--- src/rtl/countdown_timer_ctrl_if.sv ---
// Control/status bundle between a countdown timer and the logic that drives it.
// The master issues commands; the slave (the timer) reports state and pulses.
interface countdown_timer_ctrl_if #(
  parameter int WIDTH = 20
);
  logic             start;
  logic [WIDTH-1:0] duration_ms;
  logic             pause;
  logic             resume;
  logic             cancel;
  logic [1:0]       state;
  logic             busy;
  logic [WIDTH-1:0] remaining_ms;
  logic             ms_tick;
  logic             sec_tick;
  logic             done;

  modport master (
    output start, duration_ms, pause, resume, cancel,
    input  state, busy, remaining_ms, ms_tick, sec_tick, done
  );

  modport slave (
    input  start, duration_ms, pause, resume, cancel,
    output state, busy, remaining_ms, ms_tick, sec_tick, done
  );
endinterface

--- src/rtl/countdown_timer_ctrl.sv ---
// Programmable countdown timer: a ms prescaler produces single-cycle enable ticks
// in the clk domain, with start/pause/resume/cancel control and a done pulse.
module countdown_timer_ctrl #(
  parameter int TICK_DIV = 100000,
  parameter int MS_PER_S = 1000,
  parameter int WIDTH    = 20
) (
  input  logic                  clk,
  input  logic                  rst,
  countdown_timer_ctrl_if.slave bus
);

  localparam int PRE_W = $clog2(TICK_DIV);
  localparam int CNT_W = $clog2(MS_PER_S);
  localparam logic [PRE_W-1:0] PRE_LAST = PRE_W'(TICK_DIV - 1);
  localparam logic [CNT_W-1:0] CNT_LAST = CNT_W'(MS_PER_S - 1);

  typedef enum logic [1:0] {
    IDLE    = 2'd0,
    RUNNING = 2'd1,
    PAUSED  = 2'd2,
    EXPIRED = 2'd3
  } state_e;

  state_e           state_q, state_d;
  logic [WIDTH-1:0] rem_q, rem_d;
  logic [PRE_W-1:0] pre_q, pre_d;
  logic [CNT_W-1:0] cnt_q, cnt_d;
  logic             ms_tick_q, ms_tick_d;
  logic             sec_tick_q, sec_tick_d;
  logic             done_q, done_d;

  always_ff @(posedge clk) begin
    if (rst) begin
      state_q    <= IDLE;
      rem_q      <= '0;
      pre_q      <= '0;
      cnt_q      <= '0;
      ms_tick_q  <= 1'b0;
      sec_tick_q <= 1'b0;
      done_q     <= 1'b0;
    end else begin
      state_q    <= state_d;
      rem_q      <= rem_d;
      pre_q      <= pre_d;
      cnt_q      <= cnt_d;
      ms_tick_q  <= ms_tick_d;
      sec_tick_q <= sec_tick_d;
      done_q     <= done_d;
    end
  end

  // Commands are resolved in priority order cancel > start > pause > resume;
  // pause beats counting, so a partial ms is kept exactly where it stopped.
  always_comb begin
    state_d    = state_q;
    rem_d      = rem_q;
    pre_d      = pre_q;
    cnt_d      = cnt_q;
    ms_tick_d  = 1'b0;
    sec_tick_d = 1'b0;
    done_d     = 1'b0;

    if (bus.cancel) begin
      state_d = IDLE;
      rem_d   = '0;
      pre_d   = '0;
      cnt_d   = '0;
    end else if (bus.start) begin
      pre_d = '0;
      cnt_d = '0;
      if (bus.duration_ms != '0) begin
        state_d = RUNNING;
        rem_d   = bus.duration_ms;
      end else begin
        state_d = EXPIRED;
        rem_d   = '0;
        done_d  = 1'b1;
      end
    end else begin
      case (state_q)
        RUNNING: begin
          if (bus.pause) begin
            state_d = PAUSED;
          end else if (pre_q == PRE_LAST) begin
            pre_d     = '0;
            ms_tick_d = 1'b1;
            rem_d     = rem_q - WIDTH'(1);
            if (cnt_q == CNT_LAST) begin
              cnt_d      = '0;
              sec_tick_d = 1'b1;
            end else begin
              cnt_d = cnt_q + CNT_W'(1);
            end
            if (rem_q == WIDTH'(1)) begin
              state_d = EXPIRED;
              done_d  = 1'b1;
            end
          end else begin
            pre_d = pre_q + PRE_W'(1);
          end
        end
        PAUSED: begin
          if (!bus.pause && bus.resume) begin
            state_d = RUNNING;
          end
        end
        default: begin
          state_d = state_q;
        end
      endcase
    end
  end

  assign bus.state        = state_q;
  assign bus.busy         = (state_q == RUNNING) || (state_q == PAUSED);
  assign bus.remaining_ms = rem_q;
  assign bus.ms_tick      = ms_tick_q;
  assign bus.sec_tick     = sec_tick_q;
  assign bus.done         = done_q;

endmodule
--- src/flat_wrapper.sv ---
// flat-port wrapper written by rule: the top's interface ports become plain ports
module countdown_timer_ctrl_flat 
#(
  parameter int TICK_DIV = 100000,
  parameter int MS_PER_S = 1000,
  parameter int WIDTH    = 20
)
  (clk, rst, bus_start, bus_duration_ms, bus_pause, bus_resume, bus_cancel, bus_state, bus_busy, bus_remaining_ms, bus_ms_tick, bus_sec_tick, bus_done);
  countdown_timer_ctrl_if #(.WIDTH(WIDTH)) bus_i ();
  input  logic clk;
  input  logic rst;
  input wire logic [$bits(bus_i.start)-1:0] bus_start;
  input wire logic [$bits(bus_i.duration_ms)-1:0] bus_duration_ms;
  input wire logic [$bits(bus_i.pause)-1:0] bus_pause;
  input wire logic [$bits(bus_i.resume)-1:0] bus_resume;
  input wire logic [$bits(bus_i.cancel)-1:0] bus_cancel;
  output wire logic [$bits(bus_i.state)-1:0] bus_state;
  output wire logic [$bits(bus_i.busy)-1:0] bus_busy;
  output wire logic [$bits(bus_i.remaining_ms)-1:0] bus_remaining_ms;
  output wire logic [$bits(bus_i.ms_tick)-1:0] bus_ms_tick;
  output wire logic [$bits(bus_i.sec_tick)-1:0] bus_sec_tick;
  output wire logic [$bits(bus_i.done)-1:0] bus_done;
  assign bus_i.start = bus_start;
  assign bus_i.duration_ms = bus_duration_ms;
  assign bus_i.pause = bus_pause;
  assign bus_i.resume = bus_resume;
  assign bus_i.cancel = bus_cancel;
  assign bus_state = bus_i.state;
  assign bus_busy = bus_i.busy;
  assign bus_remaining_ms = bus_i.remaining_ms;
  assign bus_ms_tick = bus_i.ms_tick;
  assign bus_sec_tick = bus_i.sec_tick;
  assign bus_done = bus_i.done;
  countdown_timer_ctrl #(.TICK_DIV(TICK_DIV), .MS_PER_S(MS_PER_S), .WIDTH(WIDTH)) u_core (.clk(clk), .rst(rst), .bus(bus_i));
endmodule
--- config.mk ---
export PLATFORM = sky130hd
export DESIGN_NAME = countdown_timer_ctrl_flat
export DESIGN_NICKNAME = d
export VERILOG_FILES = /design/src/rtl/countdown_timer_ctrl_if.sv /design/src/rtl/countdown_timer_ctrl.sv /design/src/flat_wrapper.sv
export SDC_FILE = /design/constraint.sdc
export NUM_CORES = 1
export LEC_CHECK = 0
export BUFFER_PORTS_ARGS = -buffer_cell sky130_fd_sc_hd__buf_2
export CAP_MARGIN = 30
export CORE_UTILIZATION = 44
export DETAILED_ROUTE_END_ITERATION = 10
export HOLD_SLACK_MARGIN = 0.02
export PLACE_DENSITY = 0.64
export SLEW_MARGIN = 20
export SYNTH_ARGS = -nofsm -noshare
export SYNTH_HDL_FRONTEND = slang
export SYNTH_SLANG_ARGS = --single-unit
--- constraint.sdc ---
create_clock -name clk -period 4.18 [get_ports clk]
set_clock_uncertainty 0.15 [all_clocks]
set_input_delay 0.418 -clock clk [delete_from_list [all_inputs] [get_ports clk]]
set_output_delay 0.418 -clock clk [all_outputs]
set_load 0.02 [all_outputs]
==> metrics.csv, run 1 <==
metric,value,unit
synth_area_leader_cell,dfxtp_1,
max_freq,382,MHz
path_class,reg -> reg,
cts_buffers,5,
clock-sinks,52,
cts_buffer_depth,2,
cp_max_fo,16,
vdd_drop_max,149,µV
critPathArrivalTime,2.67,ns
cp.required,4.23,ns
cts_setup_buffers,0,
fp.dieW,81.7,µm
p_leak,1.17,nW
core,6030,µm²
drive_gt1_frac,0.201,
cts_resized,0,
slew_headroom,0.461,
powerDensity,295,nW/µm²
synth-simple-area-share,0.320,
dp_hpwl,5060,µm
num_rows,28,
gp_congestion,0.831,
clock_latency,0.31,ns
cap_violations,0,
synth_compound_area_frac,0.125,
netlist_area,2790,µm²
outcome,finished clean,
synth.most_common_cell,dfxtp_1,
syn_area_per_cell,8.19,µm²
dp_worst_setup_slack,1.58,ns
yosysTopAreaCellShare,0.373,
ctsRootBufferMaster,clkbuf_8,
worst_slew_pin_slew,0.801,ns
fin_crit,2.62,ns
yosys_most_used_dff,dfxtp_1,
seq_area_frac_synth,0.373,
setup_viol,0,
vias_per_cell,5.60,
cts_tree,yes,
detail_route.iter0.violations,107,
syn2layout_area_growth,14.7,%
period_share,0.626,
path_cells,inv_1 > ha_1 > nor2b_1 > nand2_1 > buf_4 > nor2_1 > a31oi_1 > o311a_1,
grt_pass1_vias,2388,
dieArea,6670,µm²
min_path_type,in -> reg,
diodes,0,
drc,0,
synthTopCellsByArea,"dfxtp_1 (37%), xnor2_1 (7.2%), nor4_1 (4.9%)",
port-buffer-count,51,
antenna_found_initial,0,
antenna_left,0,
rsz0062_at_grt,no,
muxShareOfSynthArea,0.00359,
die_h,81.7,µm
synth_warnings,0,
slew_violations,0,
cp_num_buf_inv,2,
synth_edf_count,0,
nFillCells,607,
crit_family,simple AND/OR/NAND/NOR gates,
p_total,0.945,mW
htreeDepth,2,
synth_xor_area_frac,0.113,
grt_max_degree,30,
synth_cells,341,
worst_setup_path_end_kind,flip-flop,
io_pins,52,
grt_pass1_wl,11200,µm
finalSetupTns,0,ns
nets,419,
hold_viol_final,0,
start_util,0.463,
synth_common_cells,"dfxtp_1 (52), nor2_1 (36), nand2_1 (24)",
setup_slack,1.56,ns
routed_wirelength,6850,µm
synth_top_family_by_area,simple AND/OR/NAND/NOR gates,
grtUsageTotal,0.221,
yosys.cell_types.count,48,
cp_slowest_cell,nor2_1,
startpoint_type,flip-flop,
cpPeakStageDelay,0.35,ns
synthAdderAreaFrac,0.0269,
synth-async-reset-ratio,0,
cts_hold_buffers,0,
grt_overflow,0,
path_clk_slew,0.09,ns
drt_first_pass_iters,5,
synth-seq-cells,52,
avgRoutedWirePerCell,14.8,µm
vias,2595,
syn_nets,373,
cell usage in the layout (no fill, tap or decap), drive strengths merged, types with 14 or more instances in the layout:
| cell type | synthesis | final |
|---|---|---|
| buf | 0 | 54 |
| dfxtp | 52 | 52 |
| nor2 | 36 | 36 |
| nand2 | 24 | 24 |
| nor4 | 24 | 24 |
| xnor2 | 23 | 23 |
| o21ai | 22 | 22 |
| a21oi | 17 | 17 |
| inv | 14 | 14 |
| nor3 | 14 | 14 |
area by class of cell:
| type | count | area (µm²) | share of cell area |
|---|---|---|---|
| clock buffers | 7 | 86.3 | 0.0270 |
| clock inverters | 1 | 7.51 | 0.00235 |
| inverters | 14 | 52.6 | 0.0164 |
| multi-input cells | 260 | 1640 | 0.513 |
| flip-flops and latches | 52 | 1040 | 0.325 |
| well taps | 75 | 93.8 | 0.0293 |
| repair buffers | 54 | 278 | 0.0868 |
routing by layer:
layer	part of all wire	vias up	track usage	wire length, µm
li1	-	1317	-	-
met1	0.48	1212	0.283	3260
met2	0.48	54	0.367	3250
met3	0.028	12	0.0411	189
met4	0.021	0	0.0842	142
met5	0	-	0	0
through the flow:
| step | utilization | instance area (µm²) | hold WS [ns] | std cells |
|---|---|---|---|---|
| after floorplan | - | 2790 | 0.294 | 341 |
| after global placement | 0.516 | 3110 | 0.311 | 455 |
| after detailed placement | 0.516 | 3110 | 0.319 | 455 |
| after CTS | 0.531 | 3200 | 0.234 | 463 |
| after global routing | 0.531 | 3200 | 0.242 | 463 |
| final | 0.531 | 3200 | 0.236 | 463 |
worst min-delay path: stages:
cell and delay (ns):
buf_2 0.08, o21ai_0 0.06, a21oi_1 0.10
power by group:
part / total (mW) / internal, mW / leakage [nW] / switching, mW
Clock: 0.303 / 0.135 / 0.0445 / 0.168
Sequential: 0.517 / 0.504 / 0.422 / 0.0131
Combinational: 0.124 / 0.0503 / 0.699 / 0.0740
worst paths after layout:
| path | from | to | slack, ns | cells after the start |
|---|---|---|---|---|
| worst max-delay path | u_core.bus.state[1]$_SDFFE_PP0P_ | u_core.bus.remaining_ms[6]$_SDFFE_PP0P_ | 1.56 | 8 |
| worst min-delay path | bus_duration_ms[17] | u_core.bus.remaining_ms[17]$_SDFFE_PP0P_ | 0.24 | 3 |
| worst max register to register | u_core.bus.state[1]$_SDFFE_PP0P_ | u_core.bus.remaining_ms[6]$_SDFFE_PP0P_ | 1.56 | 8 |
| worst min register to register | u_core.cnt_q[1]$_SDFFE_PP0P_ | u_core.cnt_q[1]$_SDFFE_PP0P_ | 0.33 | 2 |
sequential cells by signal, summed over array words and instances (netlist names):
name                     cells
u_core.pre_q                17
u_core.bus.ms_tick           1
u_core.bus.remaining_ms     20
u_core.bus.state             2
u_core.bus.sec_tick          1
u_core.cnt_q                10
u_core.bus.done              1
kinds of logic after synthesis:
| kind of cell | after synthesis |
|---|---|
| simple gates | 159 |
| compound gates | 58 |
| flops | 52 |
| xor+xnor | 36 |
| buf+inv | 29 |
| fa+ha+maj | 6 |
| mux | 1 |
No activity file was read; power rests on OpenSTA's default activity.
==> inputs of run 2 (changes only) <==
- PLACE_DENSITY: 0.64 -> 0.66
- clock period: 4.18 -> 2.1 ns (I/O delays scaled with it)
==> metrics.csv, run 2 (synthesis results as in run 1) <==
metric,value,unit,change
outcome,finished with violations,,
min_path_type,in -> reg,,
drive_gt1_frac,0.373,,+0.171
largest_reg_flops,20,,unchanged
setup_slack,-0.134,ns,-1.70 ns
syn2layout_area_growth,37.8,%,
path_clk_slew,0.10,ns,about the same
grt_pass1_vias,2654,,+11%
start_util,0.463,,unchanged
final_cell_mix,"buf_4 (62), buf_2 (52), dfxtp_1 (44)",,
drc,0,,unchanged
violations,setup timing,,
detail_route.iter0.violations,152,,+42%
nets,482,,+15%
slew_violations,0,,unchanged
clock_latency,0.30,ns,about the same
gp_congestion,0.887,,+6.8%
antenna_found_initial,0,,unchanged
cpPeakStageDelay,0.50,ns,+0.15 ns
ctsRootBufferMaster,clkbuf_8,,
drt_first_pass_iters,4,,-1
dp_hpwl,5820,µm,+15%
worst_setup_path_end_kind,flip-flop,,
vias_per_cell,5.51,,-1.6%
cp_num_buf_inv,0,,-2
clkPwrFrac,0.298,,-0.023
comb_power_share,0.177,,+0.045
switching_share,0.281,,+0.0110
cp_max_fo,3,,-13
grt_pass1_wl,12500,µm,+11%
grtUsageTotal,0.245,,+0.0245
slew_headroom,0.640,,+0.179
rsz0062_at_grt,yes,,
fp.dieW,81.7,µm,unchanged
dieArea,6670,µm²,unchanged
grt_max_degree,22,,-27%
p_sw,0.549,mW,+110%
power.share.sequential,0.526,,-0.021
die_h,81.7,µm,unchanged
p_leak,1.52,nW,+31%
cts_buffer_depth,2,,unchanged
cp.required,2.17,ns,-2.06 ns
cp_slowest_cell,or4_4,,
antenna_left,0,,unchanged
path_cells,nor4_4 > or2b_4 > or4_4 > o31a_1 > a221oi_2,,
setup_viol,3,,+3
cts_buffers,5,,unchanged
period_share,1.06,,+0.438
vias,2900,,+12%
hold_viol_final,0,,unchanged
final_area,3850,µm²,+20%
crit_family,simple AND/OR/NAND/NOR gates,,
final_common_cell,buf_4,,
path_class,reg -> reg,,
htreeDepth,2,,unchanged
powerDensity,507,nW/µm²,+72%
core,6030,µm²,unchanged
startpoint_type,flip-flop,,
placed_area,3580,µm²,+15%
max_freq,448,MHz,+17%
clock-sinks,52,,unchanged
worst_slew_pin_slew,0.535,ns,-0.267 ns
grt_overflow,0,,unchanged
num_rows,28,,unchanged
diodes,0,,unchanged
vdd_drop_max,309,µV,+110%
routed_wirelength,7890,µm,+15%
cts_tree,yes,,
finalSetupTns,-0.241,ns,-0.241 ns
critPathArrivalTime,2.30,ns,-0.37 ns
io_pins,52,,unchanged
port-buffer-count,51,,unchanged
whs,0.0302,ns,-0.206 ns
cap_violations,0,,unchanged
fin_crit,2.23,ns,-0.383 ns
avgRoutedWirePerCell,15.0,µm,+1.4%
power.internal,1.40,mW,+100%
run 2: changes by cell type in the layout (fill, tap and decap cells not counted), sizes merged:
| cell | delta |
|---|---|
| buf | +63 |
| clkbuf | -1 |
| clkinv | +1 |
run 2: power groups by stage:
stage               clock network (mW)  registers (mW)  logic, mW
finish                           0.581            1.03      0.344
global route                     0.620            1.03      0.370
global placement                     0            1.04      0.301
floorplan                            0            1.07      0.145
CTS                              0.590            1.02      0.317
detailed placement                   0            1.05      0.305
run 2: cell type report:
class	instances	area [µm²]
repair buffers	117	768
inverters	14	52.6
flip-flops and latches	52	1060
clock buffers	6	72.6
clock inverters	2	16.3
fillers	524	2180
multi-input cells	260	1780
well taps	75	93.8
run 2: layer usage:
metal,global-route usage,part of all wire
met1,0.336,0.48
met2,0.404,0.45
met3,0.0289,0.050
met4,0.0684,0.018
met5,0,0
run 2: repair_timing:
item	CTS	global route
setup buffers	2	4
hold endpoints to repair	0	0
pin swaps	5	3
cloned	0	1
resized for setup	8	18
endpoints found under the setup margin	15	22
hold buffers	0	0
run 2: worst min-delay path: stages:
cell,delay [ns]
buf_2,0.08
o21ai_0,0.06
a21oi_1,0.10
run 2: worst paths after layout:
| path | start | endpoint | slack, ns | depth (start not counted) |
|---|---|---|---|---|
| worst max-delay path | u_core.bus.remaining_ms[15]$_SDFFE_PP0P_ | u_core.bus.state[1]$_SDFFE_PP0P_ | -0.13 | 5 |
| worst min-delay path | bus_duration_ms[17] | u_core.bus.remaining_ms[17]$_SDFFE_PP0P_ | 0.03 | 3 |
| worst max register to register | u_core.bus.remaining_ms[15]$_SDFFE_PP0P_ | u_core.bus.state[1]$_SDFFE_PP0P_ | -0.13 | 5 |
| worst min register to register | u_core.cnt_q[1]$_SDFFE_PP0P_ | u_core.cnt_q[1]$_SDFFE_PP0P_ | 0.34 | 2 |
run 2: metrics by stage:
stage,total power [mW],util,worst slack [ns],std cells
floorplan,1.21,-,-0.0367,341
global placement,1.35,0.593,-0.0602,511
detailed placement,1.35,0.593,-0.102,511
CTS,1.93,0.618,-0.0777,521
global route,2.02,0.638,-0.172,526
finish,1.95,0.638,-0.134,526
==> inputs of run 3 (changes only) <==
- HOLD_SLACK_MARGIN: 0.02 -> 0.1
- PLACE_DENSITY: 0.66 -> 0.68
==> metrics.csv, run 3 (synthesis results as in run 1) <==
metric,value,unit,change
outcome,finished with violations,,
violations,setup timing,,
setup_viol,2,,-1
htreeDepth,2,,unchanged
finalSetupTns,-0.197,ns,+0.0443 ns
grtUsageTotal,0.247,,+0.00176
power.share.sequential,0.517,,-0.009
switching_share,0.288,,+0.00645
cts_buffers,5,,unchanged
start_util,0.463,,unchanged
reg2reg_depth,5,,unchanged
max_freq,454,MHz,+1.5%
vias,2966,,+2.3%
drive_gt1_frac,0.354,,-0.0188
core,6030,µm²,unchanged
path_class,reg -> reg,,
slew_violations,0,,unchanged
clock-sinks,52,,unchanged
final_cells,533,,+1.3%
grt_overflow,0,,unchanged
grt-busiest-layer,met2,,
avgRoutedWirePerCell,15.1,µm,+0.86%
nFillCells,526,,+0.38%
utilization,0.650,,+0.0118
gp_congestion,0.883,,-0.50%
clkPwrFrac,0.310,,+0.012
cap_violations,0,,unchanged
io_pins,52,,unchanged
worst_slew_pin_slew,0.440,ns,-0.0949 ns
cp_max_fo,3,,unchanged
worstHoldPathCells,3,,unchanged
r2r_end,u_core.bus.state[0]$_SDFFE_PP0P_,,
rrSetupSlack,-0.10,ns,+0.03 ns
grt_pass1_wl,12500,µm,+0.33%
drc,0,,unchanged
grt_util_met3,0.0411,,+0.0122
final_cell_mix,"buf_4 (56), buf_2 (51), dfxtp_1 (44)",,
critPathArrivalTime,2.27,ns,-0.03 ns
hold_viol_final,0,,unchanged
antenna_left,0,,unchanged
detail_route.iter0.violations,177,,+16%
p_leak,1.54,nW,+1.3%
p_sw,0.571,mW,+4.0%
dp_worst_setup_slack,-0.0872,ns,+0.0151 ns
cp.required,2.17,ns,about the same
r2r_start,u_core.bus.remaining_ms[15]$_SDFFE_PP0P_,,
grt_pass1_vias,2598,,-2.1%
num_rows,28,,unchanged
routed_wirelength,8060,µm,+2.2%
min_to,u_core.bus.remaining_ms[6]$_SDFFE_PP0P_,,
nets,489,,+1.5%
comb_power_share,0.174,,-0.003
slew_headroom,0.704,,+0.0638
min_path_type,in -> reg,,
path_clk_slew,0.10,ns,about the same
vdd_drop_max,403,µV,+31%
grt_max_degree,22,,unchanged
vias_per_cell,5.56,,+0.93%
fp.dieW,81.7,µm,unchanged
die_h,81.7,µm,unchanged
rsz0062_at_grt,yes,,
power.internal,1.41,mW,+0.74%
antenna_found_initial,0,,unchanged
dp.cells,507,,-0.78%
powerDensity,506,nW/µm²,-0.20%
startpoint_type,flip-flop,,
cts_buffer_depth,2,,unchanged
use_met2,0.384,,-0.0200
drt_first_pass_iters,4,,unchanged
final_common_cell,buf_4,,
period_share,1.05,,-0.0157
setup_slack,-0.101,ns,+0.0331 ns
dp_hpwl,5770,µm,-0.96%
syn2layout_area_growth,40.3,%,
ctsRootBufferMaster,clkbuf_8,,
largest_reg_flops,20,,unchanged
grt_use_met1,0.346,,+0.00927
dieArea,6670,µm²,unchanged
worst_setup_path_end_kind,flip-flop,,
cts_tree,yes,,
fin_crit,2.20,ns,-0.0331 ns
hold_start,bus_duration_ms[6],,
port-buffer-count,51,,unchanged
diodes,0,,unchanged
clock_latency,0.32,ns,+0.02 ns
==> run 3: area by class of cell <==
type / instances / area, µm² / share of cell area
clock buffer: 5 / 68.8 / 0.0176
multi-input combinational: 260 / 1760 / 0.450
tap: 75 / 93.8 / 0.0240
sequential: 52 / 1060 / 0.270
inverter: 14 / 52.6 / 0.0134
timing repair buffer: 124 / 858 / 0.219
clock inverter: 3 / 23.8 / 0.00607
==> run 3: power by group through the flow <==
| stage | Clock, mW | Combinational, mW | Sequential [mW] |
|---|---|---|---|
| global placement | 0 | 0.298 | 1.04 |
| floorplan | 0 | 0.145 | 1.07 |
| finish | 0.614 | 0.345 | 1.02 |
| CTS | 0.628 | 0.325 | 1.02 |
| detailed placement | 0 | 0.300 | 1.04 |
| global route | 0.674 | 0.371 | 1.03 |
==> run 3: timing repair <==
action | in CTS | in global routing
pin swaps | 2 | 5
resized for setup | 3 | 20
hold buffers | 14 | 0
setup endpoints to repair | 7 | 38
hold endpoints to repair | 14 | 0
setup buffers | 0 | 4
==> run 3: stage by stage <==
| step | hold WS [ns] | area [µm²] | total power, mW |
|---|---|---|---|
| after floorplan | 0.213 | 2830 | 1.21 |
| after global placement | 0.308 | 3550 | 1.34 |
| after detailed placement | 0.336 | 3550 | 1.34 |
| after CTS | 0.107 | 3800 | 1.98 |
| after global routing | 0.132 | 3920 | 2.07 |
| final | 0.117 | 3920 | 1.98 |
==> run 3: metal layers <==
layer  vias up  share of wire
li1       1454              -
met5         -              0
met3        10          0.045
met1      1408           0.48
met2        94           0.46
met4         0          0.016
==> run 3: worst max-delay path by stage <==
stage,depth (start not counted),startpoint,to
2_1_floorplan,5,u_core.bus.remaining_ms[15]$_SDFFE_PP0P_,u_core.bus.state[1]$_SDFFE_PP0P_
3_3_place_gp,5,u_core.bus.remaining_ms[15]$_SDFFE_PP0P_,u_core.bus.state[1]$_SDFFE_PP0P_
3_5_place_dp,5,u_core.bus.remaining_ms[15]$_SDFFE_PP0P_,u_core.bus.state[1]$_SDFFE_PP0P_
4_1_cts,5,u_core.bus.remaining_ms[15]$_SDFFE_PP0P_,u_core.bus.state[0]$_SDFFE_PP0P_
5_1_grt,5,u_core.bus.remaining_ms[15]$_SDFFE_PP0P_,u_core.bus.state[1]$_SDFFE_PP0P_
6_report,5,u_core.bus.remaining_ms[15]$_SDFFE_PP0P_,u_core.bus.state[0]$_SDFFE_PP0P_
==> run 3: worst max-delay path, stage by stage, from the launching register on <==
cell and delay (ns):
dfxtp_4 0.36, nor4_4 0.28, or2b_4 0.30, or4_4 0.50
o31a_1 0.28, a211oi_1 0.23
